--- src/rtl/datapath_ctrl_if.sv ---
// Purpose: bundles the fetch handshake, datapath status and control outputs of datapath_ctrl.
// Latency: wires only, no storage.
// Backpressure: instReq is the ready side of the fetch handshake; an instruction moves only when instReq && instValid.
interface datapath_ctrl_if #(
    parameter int INST_W = 24
);
    logic              instValid;
    logic [INST_W-1:0] inst;
    logic              cero;
    logic              instReq;
    logic              regWrite;
    logic              aluSrc;
    logic              immSrc;
    logic              PCSrc;
    logic [1:0]        aluControl;
    logic              pcEn;
    logic [INST_W-1:0] irOut;
    logic              halted;
    logic              illegal;
    logic              fetchErr;
    logic [15:0]       retired;

    // Controller side: consumes fetch data and the zero flag, drives all controls.
    modport master (
        input  instValid, inst, cero,
        output instReq, regWrite, aluSrc, immSrc, PCSrc, aluControl,
               pcEn, irOut, halted, illegal, fetchErr, retired
    );

    // Memory/datapath side: supplies fetch data and the zero flag, observes controls.
    modport slave (
        output instValid, inst, cero,
        input  instReq, regWrite, aluSrc, immSrc, PCSrc, aluControl,
               pcEn, irOut, halted, illegal, fetchErr, retired
    );
endinterface

--- src/rtl/datapath_ctrl.sv ---
// Purpose: multi-cycle FETCH/DECODE/EXEC/WB sequencer for the 24-bit datapath; RETIRE_COUNT_EN enables the retired counter.
// Latency: accept to next instReq is 4 cycles; registered outputs, one cycle after the deciding edge.
// Backpressure: waits in FETCH with instReq high; pulses fetchErr after TIMEOUT idle cycles and keeps requesting.
module datapath_ctrl #(
    parameter int INST_W  = 24,
    parameter int TIMEOUT = 15
) (
    input  logic           clk,
    input  logic           rst,
    datapath_ctrl_if.master bus
);
    localparam int TW = $clog2(TIMEOUT + 1);

    typedef enum logic [2:0] {
        S_FETCH  = 3'd0,
        S_DECODE = 3'd1,
        S_EXEC   = 3'd2,
        S_WB     = 3'd3,
        S_HALT   = 3'd4
    } state_t;

    state_t        state;
    logic [TW-1:0] timer;
    logic          wr_pend;   // decoded op writes the register file in WB
    logic          is_beq;    // decoded op is a conditional branch
    logic [3:0]    opcode;

    assign opcode = bus.irOut[INST_W-1 -: 4];

    // Main sequencer: state, fetch timer and every registered control output.
    always_ff @(posedge clk or negedge rst) begin
        if (!rst) begin
            state          <= S_FETCH;
            timer          <= '0;
            wr_pend        <= 1'b0;
            is_beq         <= 1'b0;
            bus.instReq    <= 1'b0;
            bus.regWrite   <= 1'b0;
            bus.aluSrc     <= 1'b0;
            bus.immSrc     <= 1'b0;
            bus.PCSrc      <= 1'b0;
            bus.aluControl <= 2'b00;
            bus.pcEn       <= 1'b0;
            bus.irOut      <= '0;
            bus.halted     <= 1'b0;
            bus.illegal    <= 1'b0;
            bus.fetchErr   <= 1'b0;
        end else begin
            bus.fetchErr <= 1'b0;
            case (state)
                S_FETCH: begin
                    if (bus.instReq && bus.instValid) begin
                        // Accept beats a coincident timeout.
                        bus.irOut   <= bus.inst;
                        bus.instReq <= 1'b0;
                        timer       <= '0;
                        state       <= S_DECODE;
                    end else if (bus.instReq) begin
                        if (timer == TW'(TIMEOUT)) begin
                            bus.fetchErr <= 1'b1;
                            timer        <= '0;
                        end else begin
                            timer <= timer + 1'b1;
                        end
                    end else begin
                        // First FETCH after reset: raise the request.
                        bus.instReq <= 1'b1;
                    end
                end
                S_DECODE: begin
                    state          <= S_EXEC;
                    bus.aluSrc     <= 1'b0;
                    bus.immSrc     <= 1'b0;
                    bus.aluControl <= 2'b00;
                    wr_pend        <= 1'b0;
                    is_beq         <= 1'b0;
                    case (opcode)
                        4'h0, 4'h1, 4'h2, 4'h3: begin
                            bus.aluControl <= opcode[1:0];
                            wr_pend        <= 1'b1;
                        end
                        4'h4, 4'h5: begin
                            bus.aluSrc     <= 1'b1;
                            bus.aluControl <= {1'b0, opcode[0]};
                            wr_pend        <= 1'b1;
                        end
                        4'h6: begin
                            bus.aluSrc <= 1'b1;
                            bus.immSrc <= 1'b1;
                            wr_pend    <= 1'b1;
                        end
                        4'h7: begin
                            bus.aluControl <= 2'b01;
                            is_beq         <= 1'b1;
                        end
                        4'h8: begin
                        end
                        4'hF: begin
                            state      <= S_HALT;
                            bus.halted <= 1'b1;
                        end
                        default: begin
                            bus.illegal <= 1'b1;
                        end
                    endcase
                end
                S_EXEC: begin
                    bus.PCSrc    <= is_beq & bus.cero;
                    bus.regWrite <= wr_pend;
                    bus.pcEn     <= 1'b1;
                    state        <= S_WB;
                end
                S_WB: begin
                    bus.regWrite <= 1'b0;
                    bus.pcEn     <= 1'b0;
                    bus.PCSrc    <= 1'b0;
                    bus.instReq  <= 1'b1;
                    state        <= S_FETCH;
                end
                S_HALT: begin
                end
                default: begin
                    state <= S_FETCH;
                end
            endcase
        end
    end

`ifdef RETIRE_COUNT_EN
    logic [15:0] retire_cnt;

    // One count per completed write-back; wraps naturally at 16 bits.
    always_ff @(posedge clk or negedge rst) begin
        if (!rst) begin
            retire_cnt <= 16'h0000;
        end else if (state == S_WB) begin
            retire_cnt <= retire_cnt + 16'd1;
        end
    end

    assign bus.retired = retire_cnt;
`else
    assign bus.retired = 16'h0000;
`endif
endmodule

--- src/flat_wrapper.sv ---
// flat-port wrapper written by rule: the top's interface ports become plain ports
module datapath_ctrl_flat 
#(
    parameter int INST_W  = 24,
    parameter int TIMEOUT = 15
)
  (clk, rst, bus_instValid, bus_inst, bus_cero, bus_instReq, bus_regWrite, bus_aluSrc, bus_immSrc, bus_PCSrc, bus_aluControl, bus_pcEn, bus_irOut, bus_halted, bus_illegal, bus_fetchErr, bus_retired);
  datapath_ctrl_if #(.INST_W(INST_W)) bus_i ();
  input  logic clk;
  input  logic rst;
  input wire logic [$bits(bus_i.instValid)-1:0] bus_instValid;
  input wire logic [$bits(bus_i.inst)-1:0] bus_inst;
  input wire logic [$bits(bus_i.cero)-1:0] bus_cero;
  output wire logic [$bits(bus_i.instReq)-1:0] bus_instReq;
  output wire logic [$bits(bus_i.regWrite)-1:0] bus_regWrite;
  output wire logic [$bits(bus_i.aluSrc)-1:0] bus_aluSrc;
  output wire logic [$bits(bus_i.immSrc)-1:0] bus_immSrc;
  output wire logic [$bits(bus_i.PCSrc)-1:0] bus_PCSrc;
  output wire logic [$bits(bus_i.aluControl)-1:0] bus_aluControl;
  output wire logic [$bits(bus_i.pcEn)-1:0] bus_pcEn;
  output wire logic [$bits(bus_i.irOut)-1:0] bus_irOut;
  output wire logic [$bits(bus_i.halted)-1:0] bus_halted;
  output wire logic [$bits(bus_i.illegal)-1:0] bus_illegal;
  output wire logic [$bits(bus_i.fetchErr)-1:0] bus_fetchErr;
  output wire logic [$bits(bus_i.retired)-1:0] bus_retired;
  assign bus_i.instValid = bus_instValid;
  assign bus_i.inst = bus_inst;
  assign bus_i.cero = bus_cero;
  assign bus_instReq = bus_i.instReq;
  assign bus_regWrite = bus_i.regWrite;
  assign bus_aluSrc = bus_i.aluSrc;
  assign bus_immSrc = bus_i.immSrc;
  assign bus_PCSrc = bus_i.PCSrc;
  assign bus_aluControl = bus_i.aluControl;
  assign bus_pcEn = bus_i.pcEn;
  assign bus_irOut = bus_i.irOut;
  assign bus_halted = bus_i.halted;
  assign bus_illegal = bus_i.illegal;
  assign bus_fetchErr = bus_i.fetchErr;
  assign bus_retired = bus_i.retired;
  datapath_ctrl #(.INST_W(INST_W), .TIMEOUT(TIMEOUT)) u_core (.clk(clk), .rst(rst), .bus(bus_i));
endmodule
--- config.mk ---
export PLATFORM = sky130hd
export DESIGN_NAME = datapath_ctrl_flat
export DESIGN_NICKNAME = d
export VERILOG_FILES = /design/src/rtl/datapath_ctrl_if.sv /design/src/rtl/datapath_ctrl.sv /design/src/flat_wrapper.sv
export SDC_FILE = /design/constraint.sdc
export NUM_CORES = 1
export LEC_CHECK = 0
export ABC_AREA = 1
export BUFFER_PORTS_ARGS = -buffer_cell sky130_fd_sc_hd__buf_4
export CORE_MARGIN = 1
export CORE_UTILIZATION = 45
export DETAILED_ROUTE_END_ITERATION = 8
export PLACE_DENSITY = 0.75
export SLEW_MARGIN = 20
export SYNTH_ARGS = -nofsm -noshare
export SYNTH_HDL_FRONTEND = slang
export SYNTH_SLANG_ARGS = --single-unit
--- constraint.sdc ---
create_clock -name clk -period 2.2 [get_ports clk]
set_clock_uncertainty 0.15 [all_clocks]
set_input_delay 0.33 -clock clk [delete_from_list [all_inputs] [get_ports clk]]
set_output_delay 0.33 -clock clk [all_outputs]
set_load 0.1 [all_outputs]
* After elaboration in Yosys (flattened, before gate mapping)
Cells that the tools add are included.
Storage, ports and cells: flip-flop bits (word level) 44, bits of input ports 28
Operators by class: add/sub/neg operators 1, eq/ne operators 15, multiplexer cells 20, bitwise operators 3, reduce and logical (&&, ||, !) cells 16
Operators by type and width (count):
- == test 4 x 3 -> 1 bit (second input constant) | 4
- == test 4 bit (second input constant) | 3
- 2-to-1 mux 4 bit | 3
- one-hot mux 3 bit (4 select lines) | 1
- AND reduction 2 bit | 5
- OR reduction 10 bit | 1
- 2-to-1 mux 1 bit | 9
- == test 4 x 2 -> 1 bit (second input constant) | 2
- one-hot mux 1 bit (2 select lines) | 4
- OR reduction 7 bit | 1
- == test 3 x 2 -> 1 bit (second input constant) | 2
- 2-to-1 mux 3 bit | 2
- one-hot mux 2 bit (3 select lines) | 1
- nonzero test 2 bit | 3
- adder 4 x 1 -> 4 bit (second input constant) | 1
- == test 4 x 1 -> 1 bit (second input constant) | 1
- logical NOT 4 bit | 1
- OR reduction 4 bit | 1
- == test 3 x 1 -> 1 bit (second input constant) | 1
- == test 3 bit (second input constant) | 1
- logical NOT 3 bit | 1
- OR reduction 3 bit | 1
- inequality test 2 x 1 -> 1 bit (second input constant) | 1
- inverter 1 bit | 2
- 3 further kinds | 3

* Depth between registers and ports, before layout
Gate-level depths: netlist (run 1).
word-level depth 5, gate-level depth with buffers 7, mapped depth without buffers 6

* Least setup slack after synthesis (run 1)
No wires, ideal clock.
kind reg2reg, from register u_core.bus.instReq, to register u_core.bus.irOut[21] (netlist name), arrival 1.607 ns, slack 0.320 ns, stages on the path, launching flop included 7, path through dfrtp_1 nand2_2 inv_2 nand2_8 buf_6 nand2_1 nand2_1
On the way: longest elaborated chain between the ends 2
RTL lines:
- from (decl) | line datapath_ctrl_if.sv:26 | output instReq, regWrite, aluSrc, immSrc, PCSrc, aluControl,
- from (signal assigned) | line datapath_ctrl.sv:37 | bus.instReq <= 1'b0;
- from (signal assigned) | line datapath_ctrl.sv:55 | bus.instReq <= 1'b0;
- from (signal assigned) | line datapath_ctrl.sv:67 | bus.instReq <= 1'b1;
- logical AND 1 bit | line datapath_ctrl.sv:52 | if (bus.instReq && bus.instValid) begin
- AND reduction 2 bit (no source line)
- to (signal assigned) | line datapath_ctrl.sv:54 | bus.irOut <= bus.inst;
- to (decl) | line datapath_ctrl_if.sv:27 | pcEn, irOut, halted, illegal, fetchErr, retired
Every way passes these cells. A chain may end at the register's enable or synchronous reset.

* Final worst setup path (run 1)
from register u_core.bus.irOut[20] (netlist name), to output port bus_irOut[20]
RTL lines:
- to (decl) | line flat_wrapper.sv:21 | output wire logic [$bits(bus_i.irOut)-1:0] bus_irOut;
No word-level cell between the ends.

==> results of run 1 <==
-- layer usage --
layer  up-vias  GRT usage [%]  share of wire [%]
met5         -              0                  0
met4         0           5.36               0.80
met3         5           6.91                5.9
met2        55           31.1                 47
met1       737           25.5                 46
li1        825              -                  -
-- area by class of cell --
class                           instances  share of cell area (%)
Multi-Input combinational cell        165                    29.4
Clock buffer                            5                    2.74
Inverter                               14                    2.19
Tap cell                               50                    2.49
Sequential cell                        44                    43.8
Clock inverter                          2                   0.498
Timing Repair Buffer                   63                    18.9
-- timing repair --
item / in CTS / in global routing
endpoints found under the setup margin: 0 / 0
gates resized for setup: 0 / 0
hold buffers: 1 / 0
buffers inserted: 0 / 0
endpoints found under the hold margin: 44 / 0
-- worst max-delay path by stage --
stage | startpoint | end | slack [ns] | cells after the start
2_1_floorplan | u_core.bus.instReq$_DFFE_PN0P_ | u_core.bus.irOut[21]$_DFFE_PN0P_ | 0.32 | 6
3_3_place_gp | u_core.bus.instReq$_DFFE_PN0P_ | u_core.bus.irOut[12]$_DFFE_PN0P_ | 0.72 | 5
3_5_place_dp | u_core.bus.instReq$_DFFE_PN0P_ | u_core.bus.irOut[13]$_DFFE_PN0P_ | 0.66 | 5
4_1_cts | u_core.bus.irOut[20]$_DFFE_PN0P_ | bus_irOut[20] | 0.60 | 1
5_1_grt | u_core.bus.instReq$_DFFE_PN0P_ | u_core.bus.irOut[22]$_DFFE_PN0P_ | 0.51 | 5
6_report | u_core.bus.irOut[20]$_DFFE_PN0P_ | bus_irOut[20] | 0.62 | 1
-- cells in the mapped netlist --
| library cell | number | area share (%) |
|---|---|---|
| buf_4 | 21 | 7.8 |
| o21ai_1 | 2 | 0.50 |
| o21ai_0 | 10 | 2.5 |
| nor2_2 | 1 | 0.31 |
| nor3_1 | 1 | 0.25 |
| nand3b_1 | 1 | 0.37 |
| nand2_2 | 1 | 0.31 |
| o21bai_1 | 1 | 0.37 |
| nand2_1 | 88 | 16 |
| inv_2 | 3 | 0.56 |
| buf_6 | 2 | 1.1 |
| nor2_1 | 4 | 0.74 |
| nand2_8 | 1 | 0.99 |
| nand3_1 | 32 | 7.9 |
| inv_1 | 10 | 1.9 |
| o21a_1 | 1 | 0.37 |
| dfrtp_1 | 44 | 55 |
| conb_1 | 1 | 0.19 |
| nand4_1 | 3 | 0.93 |
| nor2_4 | 1 | 0.56 |
| nand2_4 | 1 | 0.56 |
| ha_1 | 1 | 0.62 |
| inv_4 | 1 | 0.31 |
-- registers in the layout (all words and copies together), names as in the netlist --
| register | count |
|---|---|
| u_core.wr_pend | 1 |
| u_core.bus.halted | 1 |
| u_core.bus.regWrite | 1 |
| u_core.bus.illegal | 1 |
| u_core.bus.irOut | 24 |
| u_core.bus.aluControl | 2 |
| u_core.bus.fetchErr | 1 |
| u_core.bus.instReq | 1 |
| u_core.bus.aluSrc | 1 |
| u_core.state | 3 |
| u_core.bus.pcEn | 1 |
| u_core.bus.immSrc | 1 |
| u_core.bus.PCSrc | 1 |
| u_core.timer | 4 |
| u_core.is_beq | 1 |
-- cells by family after synthesis --
group / count (synthesis) / synth area share [%]
and+or+nand+nor: 134 / 29.3
DFF: 44 / 54.5
buffers and inverters: 37 / 11.6
AOI/OAI and AO/OA: 14 / 3.72
adders and majority gates: 1 / 0.619
other: 1 / 0.186
-- metrics by stage --
stage | area (sq um) | utilization, %
2_1_floorplan | 2080 | -
3_3_place_gp | 2420 | 58.5
3_5_place_dp | 2420 | 58.5
4_1_cts | 2510 | 60.7
5_1_grt | 2510 | 60.7
6_report | 2510 | 60.7
==> out/metrics.csv, run 1 <==
stage;metric;value;unit
timing;fmax;631;MHz
global_route;grt_pass1_wl;6910;um
finish;area_delta_synth_final;24.5;%
timing;finalSetupViolCount;0;
setup_path;cp.required;1.72;ns
setup_path;cp-end-kind;output port;
setup_path;cp_max_fo;7;
yosys;ys_ff_latch;44;
finish;fillers;397;
floorplan;core.rowCount;23;
timing;rsz0062_at_grt;false;
setup_path;r2r-end;u_core.bus.irOut[13]$_DFFE_PN0P_;
global_route;overflow;0;
setup_path;critPathBufInv;1;
finish;stdcell_count;343;
clock_tree;tritoncts;built;
finish;multi_input_area;739;sq um
yosys;avgSynthCellArea;8.74;sq um
finish;drive_above_1_share;26.6;%
yosys;syn_area;2020;sq um
timing;tightest_slew;0.540;ns
setup_path;crit_type;flop to output port;
finish;regArea;1100;sq um
floorplan;io_pins;79;
timing;setup_tns;0;ns
setup_path;critPathArrivalTime;1.10;ns
route;wire_per_inst;11.6;um
run_status;status;complete, no violations;
timing;setup_ws;0.616;ns
placement;dpl.cell_count;335;
route;drt_first_pass_iters;4;
clock_tree;cts_max_level;2;
route;viasPerCell;4.73;
route;drcViolationCount;0;
clock_tree;clk_latency;0.30;ns
placement;place_congestion;0.772;
floorplan;die_x;69.0;um
clock_tree;cts_buffers;5;
placement;port-buffer-count;62;
timing;finalCriticalPeriod;1.58;ns
finish;final_cell_mix;nand2_1 (88), buf_4 (62), dfrtp_1 (44), nand3_1 (32), conb_1 (16);
hold_path;min-delay-start;bus_instValid;
yosys;ys_seq_area_share;54.5;%
floorplan;core;4140;sq um
placement;dp.final_hpwl;2870;um
floorplan;die_y;69.0;um
timing;hold_violations;0;
timing;holdWs;0.0620;ns
finish;diodes;0;
clock_tree;cts.sinks;44;
hold_path;hp-class;input port to flop;
floorplan;initial_core_util;48.7;%
hold_path;min_to;u_core.bus.fetchErr$_DFF_PN0_;
route;via_count;1622;
route;drt_iter0_markers;117;
setup_path;rr_startpoint;u_core.bus.instReq$_DFFE_PN0P_;
setup_path;rrSetupSlack;0.65;ns
setup_path;slowest_stage;dfrtp_1;
global_route;grt_max_degree;45;
route;drtAntennaViolNets;0;
setup_path;critical-path-top-delay-family;flip-flops;
yosys;syn_inst;231;
clock_tree;root_buffer;clkbuf_8;
route;wirelength;3990;um
yosys;yosysWarnings;0;
floorplan;die_area;4760;sq um
global_route;grt_usage;19.7;%
hold_path;holdPathStages;2;
global_route;grt_antenna_before_repair;0;
timing;period_share;72.0;%
clock_tree;clk_path_buf_depth;2;
yosys;synth.distinct_cells;23;
finish;nets;322;
setup_path;r2r_cells;5;
run;maxCapViolCount;0;
finish;layout_commonest_cell;nand2_1;
setup_path;critPathLaunchType;flop;
timing;slew_headroom;64.0;%
clock_tree;path_clk_slew;0.08;ns
setup_path;path_cells;buf_4;
setup_path;max_stage_delay;0.47;ns
placement;pre_cts_slack;0.665;ns
global_route;grt_pass1_vias;1565;
timing;drv_slew;0;
Power of run 1 is not shown: default switching activity piles up to over one toggle a cycle in this logic, so the estimate is an artifact.
==> run 2: changes to the inputs <==
Clock period 2.2 ns to 1.46 ns, I/O delays scaled along.
==> run 2 against run 1 <==
  * The flow now finishes with violations (hold timing)
  * Worst setup slack worse by 0.58 ns
  * Critical path type unchanged
  * Via count grew 6.6%
  * Non-clock buffer count up 18
  * Count of clock-buffer cells in the layout is the same
  * Die area unchanged
  * Critical path depth stayed put
  * Register-to-register slack lost 0.57 ns
  * Sequential share of layout area down 3.9 points
  * Wire length rose by 10%
  * First-iteration DRC count grew 17%
  * Sequential cell count unchanged
==> out/metrics.csv, run 2 (synthesis gave the netlist of run 1 again) <==
stage;metric;value;unit
placement;port-buffer-count;62;
placement;place_congestion;0.756;
floorplan;io_pins;79;
clock_tree;clk_path_buf_depth;2;
setup_path;r2r-end;u_core.bus.irOut[17]$_DFFE_PN0P_;
finish;regMostFlops;u_core.bus.irOut;
clock_tree;cts_max_level;2;
setup_path;crit_type;flop to output port;
global_route;overflow;0;
floorplan;core.rowCount;23;
hold_path;hp-class;input port to flop;
finish;nets;340;
timing;slew_headroom;63.5;%
global_route;grt_antenna_before_repair;0;
hold_path;min_to;u_core.bus.irOut[13]$_DFFE_PN0P_;
clock_tree;cts.sinks;44;
timing;finalSetupViolCount;0;
clock_tree;clk_latency;0.30;ns
floorplan;core;4140;sq um
timing;hold_violations;1;
timing;drv_slew;0;
setup_path;critPathLaunchType;flop;
finish;final_cell_mix;nand2_1 (88), buf_4 (65), dfrtp_1 (39), nand3_1 (31);
finish;drive_above_1_share;28.2;%
run_status;status;finished with violations;
timing;tightest_slew;0.547;ns
floorplan;die_area;4760;sq um
run_status;violations;hold timing;
clock_tree;path_clk_slew;0.08;ns
clock_tree;root_buffer;clkbuf_8;
hold_path;min-delay-start;bus_inst[13];
route;wire_per_inst;12.2;um
finish;diodes;0;
setup_path;max_stage_delay;0.51;ns
route;drt_iter0_markers;137;
clock_tree;postCtsSetupBuffers;0;
clock_tree;cts_buffers;5;
setup_path;path_cells;buf_4;
timing;rsz0062_at_grt;false;
finish;largestRegisters;u_core.bus.irOut: 24 flops, u_core.timer: 4 flops, u_core.state: 3 flops;
setup_path;cp_max_fo;4;
setup_path;critPathArrivalTime;1.06;ns
timing;setup_tns;0;ns
floorplan;die_x;69.0;um
run;maxCapViolCount;0;
global_route;grt_max_degree;45;
timing;finalCriticalPeriod;1.43;ns
route;drtAntennaViolNets;0;
finish;area_delta_synth_final;37.9;%
setup_path;critical-path-top-delay-family;flip-flops;
setup_path;crit_cells;1;
finish;layout_commonest_cell;nand2_1;
timing;fmax;700;MHz
floorplan;initial_core_util;48.7;%
setup_path;cp-end-kind;output port;
setup_path;rr_startpoint;u_core.state[0]$_DFFE_PN0P_;
finish;fillers;336;
route;viasPerCell;4.78;
setup_path;rrSetupSlack;0.08;ns
floorplan;die_y;69.0;um
clock_tree;tritoncts;built;
setup_path;cp.required;1.09;ns
global_route;grt_pass1_wl;6980;um
global_route;grt_pass1_vias;1617;
timing;period_share;97.8;%
route;drcViolationCount;0;
route;via_count;1729;
timing;holdWs;-0.000310;ns
route;drt_first_pass_iters;4;
setup_path;critPathBufInv;1;
global_route;grt_usage;20.6;%
setup_path;r2r_cells;6;
placement;dpl.cell_count;338;
setup_path;slowest_stage;dfrtp_4;
route;wirelength;4400;um
finish;largest_reg_flops;24;
placement;dp.final_hpwl;2920;um
finish;stdcell_count;362;
hold_path;holdPathStages;3;
-- run 2: worst max path at each step --
stage / slack (ns) / startpoint / end
after floorplan: 0.02 / u_core.bus.instReq$_DFFE_PN0P_ / u_core.bus.irOut[0]$_DFFE_PN0P_
after global placement: 0.12 / u_core.bus.instReq$_DFFE_PN0P_ / u_core.bus.irOut[3]$_DFFE_PN0P_
after detailed placement: 0.10 / u_core.bus.instReq$_DFFE_PN0P_ / u_core.bus.irOut[23]$_DFFE_PN0P_
after CTS: 0.03 / u_core.bus.instReq$_DFFE_PN0P_ / bus_instReq
after global routing: 0.002 / u_core.bus.irOut[21]$_DFFE_PN0P_ / bus_irOut[21]
final: 0.03 / u_core.bus.instReq$_DFFE_PN0P_ / bus_instReq
-- run 2: metal layers --
| metal | GRT usage [%] | routed length [um] | vias to the layer above |
|---|---|---|---|
| met4 | 8.16 | 67 | 0 |
| li1 | - | - | 860 |
| met5 | 0 | 0 | - |
| met3 | 7.57 | 368 | 7 |
| met1 | 24.4 | 1890 | 792 |
| met2 | 33.7 | 2080 | 70 |
-- run 2: area by class of cell --
type / count / area [sq um] / share of cell area (%)
tap: 50 / 62.6 / 2.25
timing repair buffer: 81 / 648 / 23.3
clock buffer: 5 / 68.8 / 2.47
multi-input combinational: 165 / 744 / 26.7
inverter: 14 / 60.1 / 2.16
clock inverter: 3 / 90.1 / 3.24
sequential: 44 / 1110 / 39.9
-- run 2: through the flow --
step / hold WS, ns / setup WS (ns) / util (%) / cell area (sq um)
5_1_grt: 0.00961 / 0.00195 / 67.2 / 2780
3_3_place_gp: 0.0965 / 0.119 / 59.3 / 2460
6_report: -0.000310 / 0.0314 / 67.2 / 2780
4_1_cts: 0.000424 / 0.0308 / 67.0 / 2780
2_1_floorplan: -0.227 / 0.0206 / - / 2090
3_5_place_dp: 0.0984 / 0.103 / 59.3 / 2460
-- run 2: what timing repair did --
action                                  4_1_cts  5_1_grt
hold buffers                                 16        0
resized for setup                             0        2
endpoints found under the setup margin        0        3
endpoints found under the hold margin        59        0
Power of run 2 is left out for the same reason.
==> run 3: changes to the inputs <==
Settings changed: ABC_AREA 1 to default.
==> run 3 against run 2 <==
  * The run ends with setup timing left
  * Via count shrank 14%
  * Cell count shrank 17%
  * Sequential share of layout area decreased by 1.2 points
  * Non-clock buffer count increased by 10
  * Wire length decreased by 0.84%
  * Hold slack improved by 0.0045 ns
  * Utilization is 4.1 points higher
  * Sequential cell count is the same
  * Critical path depth increased by 2
  * Fmax decreased by 14%
  * First-iteration DRC count shrank 66%
  * Critical endpoint is now u_core.timer[0]$_DFFE_PN0P_
==> out/metrics.csv, run 3 <==
stage;metric;value;unit
finish;finish.instance_area;2890;sq um
clock_tree;cts.sinks;44;
timing;finalSetupViolCount;37;
clock_tree;clk_latency;0.29;ns
timing;finalCriticalPeriod;1.67;ns
placement;place_congestion;0.812;
floorplan;die_x;67.7;um
floorplan;die_area;4580;sq um
finish;regArea;1120;sq um
placement;place_area;2470;sq um
floorplan;die_y;67.7;um
route;drtAntennaViolNets;0;
placement;port-buffer-count;62;
hold_path;min-delay-start;bus_inst[17];
finish;diodes;0;
global_route;top_usage_layer;met2;
route;via_count;1490;
setup_path;critPathArrivalTime;1.74;ns
route;drt_iter0_markers;47;
placement;dp.final_hpwl;2690;um
yosys;postSynth.asyncResetShare;100;%
setup_path;critPathCapture;u_core.timer[0]$_DFFE_PN0P_;
clock_tree;cts_max_level;2;
setup_path;cp.required;1.53;ns
yosys;yosys-top-cells-count;dfrtp_1 (44), mux2_2 (24), buf_4 (16), nand2_1 (12), nand2b_1 (9);
route;wirelength;4360;um
clock_tree;path_clk_slew;0.09;ns
setup_path;r2r-end;u_core.timer[0]$_DFFE_PN0P_;
setup_path;cp_max_fo;6;
clock_tree;tritoncts;built;
finish;regMostFlops;u_core.bus.irOut;
setup_path;startpoint;u_core.state[0]$_DFFE_PN0P_;
timing;fmax;601;MHz
yosys;syn_area;1940;sq um
global_route;grt_use_met2;30.4;%
yosys;synth-main-ff-cell;dfrtp_1;
floorplan;core.rowCount;23;
clock_tree;root_buffer;clkbuf_8;
yosys;ys_ff_latch;44;
finish;nets;278;
yosys;syn_inst;156;
setup_path;crit_type;flop to flop;
setup_path;critPathLaunchType;flop;
timing;period_share;114;%
global_route;grt_max_degree;30;
yosys;synth_enable_flop_cells;0;
run_status;violations;setup timing;
timing;setup_ws;-0.205;ns
timing;rsz0062_at_grt;true;
yosys;avgSynthCellArea;12.4;sq um
global_route;overflow;0;
yosys;synth_area_leader_cell;dfrtp_1;
hold_path;hp-class;input port to flop;
finish;largest_reg_flops;24;
setup_path;r2r_cells;3;
yosys;synth.distinct_cells;33;
global_route;grt_pass1_vias;1427;
global_route;grt_antenna_before_repair;0;
finish;area_delta_synth_final;49.1;%
yosys;synthTopCellsByArea;dfrtp_1 (57%), mux2_2 (14%), buf_4 (6.2%);
placement;pre_cts_slack;-0.194;ns
route;wire_per_inst;14.5;um
yosys;yosysWarnings;0;
global_route;met3_usage;5.07;%
global_route;use_met1;23.3;%
route;viasPerCell;4.97;
finish;layout_commonest_cell;buf_4;
floorplan;io_pins;79;
setup_path;rr_startpoint;u_core.state[0]$_DFFE_PN0P_;
finish;fillers;265;
finish;largestRegisters;u_core.bus.irOut: 24 flops, u_core.timer: 4 flops, u_core.state: 3 flops;
global_route;grt_usage;18.7;%
finish;final_cell_mix;buf_4 (73), dfrtp_1 (38), mux2_2 (24), conb_1 (16), nand2_1 (11);
yosys;yosysTopAreaCellShare;56.8;%
setup_path;rrSetupSlack;-0.21;ns
global_route;grt_pass1_wl;6290;um
floorplan;initial_core_util;47.8;%
timing;holdWs;0.00420;ns
timing;drv_slew;0;
clock_tree;clk_path_buf_depth;2;
finish;multi_input_area;791;sq um
yosys;yosysMostFrequentCell;dfrtp_1;
run;maxCapViolCount;0;
floorplan;core;4060;sq um
clock_tree;cts_buffers;5;
setup_path;cp-end-kind;flop;
yosys;ys_seq_area_share;56.8;%
route;drt_first_pass_iters;4;
timing;hold_violations;0;
route;drcViolationCount;0;
run_status;status;finished with violations;
finish;drive_above_1_share;53.2;%
-- run 3: changes by cell type after synthesis, moves of 3 or more --
cell / before / now
nand2_1: 88 / 12
nand3_1: 32 / 1
mux2_2: 0 / 24
nand2b_1: 0 / 9
inv_1: 10 / 2
buf_4: 21 / 16
a21oi_1: 0 / 4
o21ai_0: 10 / 6
o31ai_1: 0 / 4
inv_2: 3 / 0
-- run 3: critical path: stages (launching register included) --
cell and delay, ns:
dfrtp_1 0.46, or4b_4 0.57, or2_4 0.30, o21ai_1 0.11
-- run 3: timing repair --
action | CTS | global route
cloned | 0 | 2
pin swaps | 2 | 5
hold endpoints to repair | 34 | 2
buffers inserted | 5 | 4
endpoints found under the setup margin | 37 | 37
resized for setup | 13 | 8
hold buffers | 7 | 2
-- run 3: worst min path at each step --
stage | cells past startpoint | to
floorplan | 0 | u_core.bus.PCSrc$_DFFE_PN0P_
global placement | 1 | u_core.bus.irOut[4]$_DFFE_PN0P_
detailed placement | 1 | u_core.bus.irOut[4]$_DFFE_PN0P_
CTS | 2 | u_core.bus.irOut[13]$_DFFE_PN0P_
global route | 2 | u_core.bus.irOut[14]$_DFFE_PN0P_
finish | 2 | u_core.bus.irOut[17]$_DFFE_PN0P_
-- run 3: final cells by class --
cell class	count	share of cell area, %
Clock inverter	2	2.08
Clock buffer	6	2.51
Sequential cell	44	38.7
Inverter	2	0.260
Multi-Input combinational cell	105	27.3
Timing Repair Buffer	91	27.0
Tap cell	50	2.16
-- run 3: through the flow --
stage | cells | util, % | TNS, ns
2_1_floorplan | 171 | - | -4.42
3_3_place_gp | 272 | 61.0 | -2.97
3_5_place_dp | 272 | 61.0 | -3.81
4_1_cts | 292 | 68.3 | -3.41
5_1_grt | 300 | 71.3 | -7.95
6_report | 300 | 71.3 | -6.21
-- run 3: kinds of logic after synthesis --
group / synth area share, %
buf+inv: 8.52
compound gates: 7.48
mux: 13.9
flops: 56.8
fa+ha+maj: 0.645
simple gates: 12.5
other cells: 0.193
-- run 3: metal layers --
| metal | wire, um | vias to the layer above |
|---|---|---|
| met5 | 0 | - |
| met1 | 1910 | 729 |
| li1 | - | 699 |
| met4 | 77 | 0 |
| met3 | 189 | 8 |
| met2 | 2180 | 54 |
Power of run 3 is left out for the same reason.
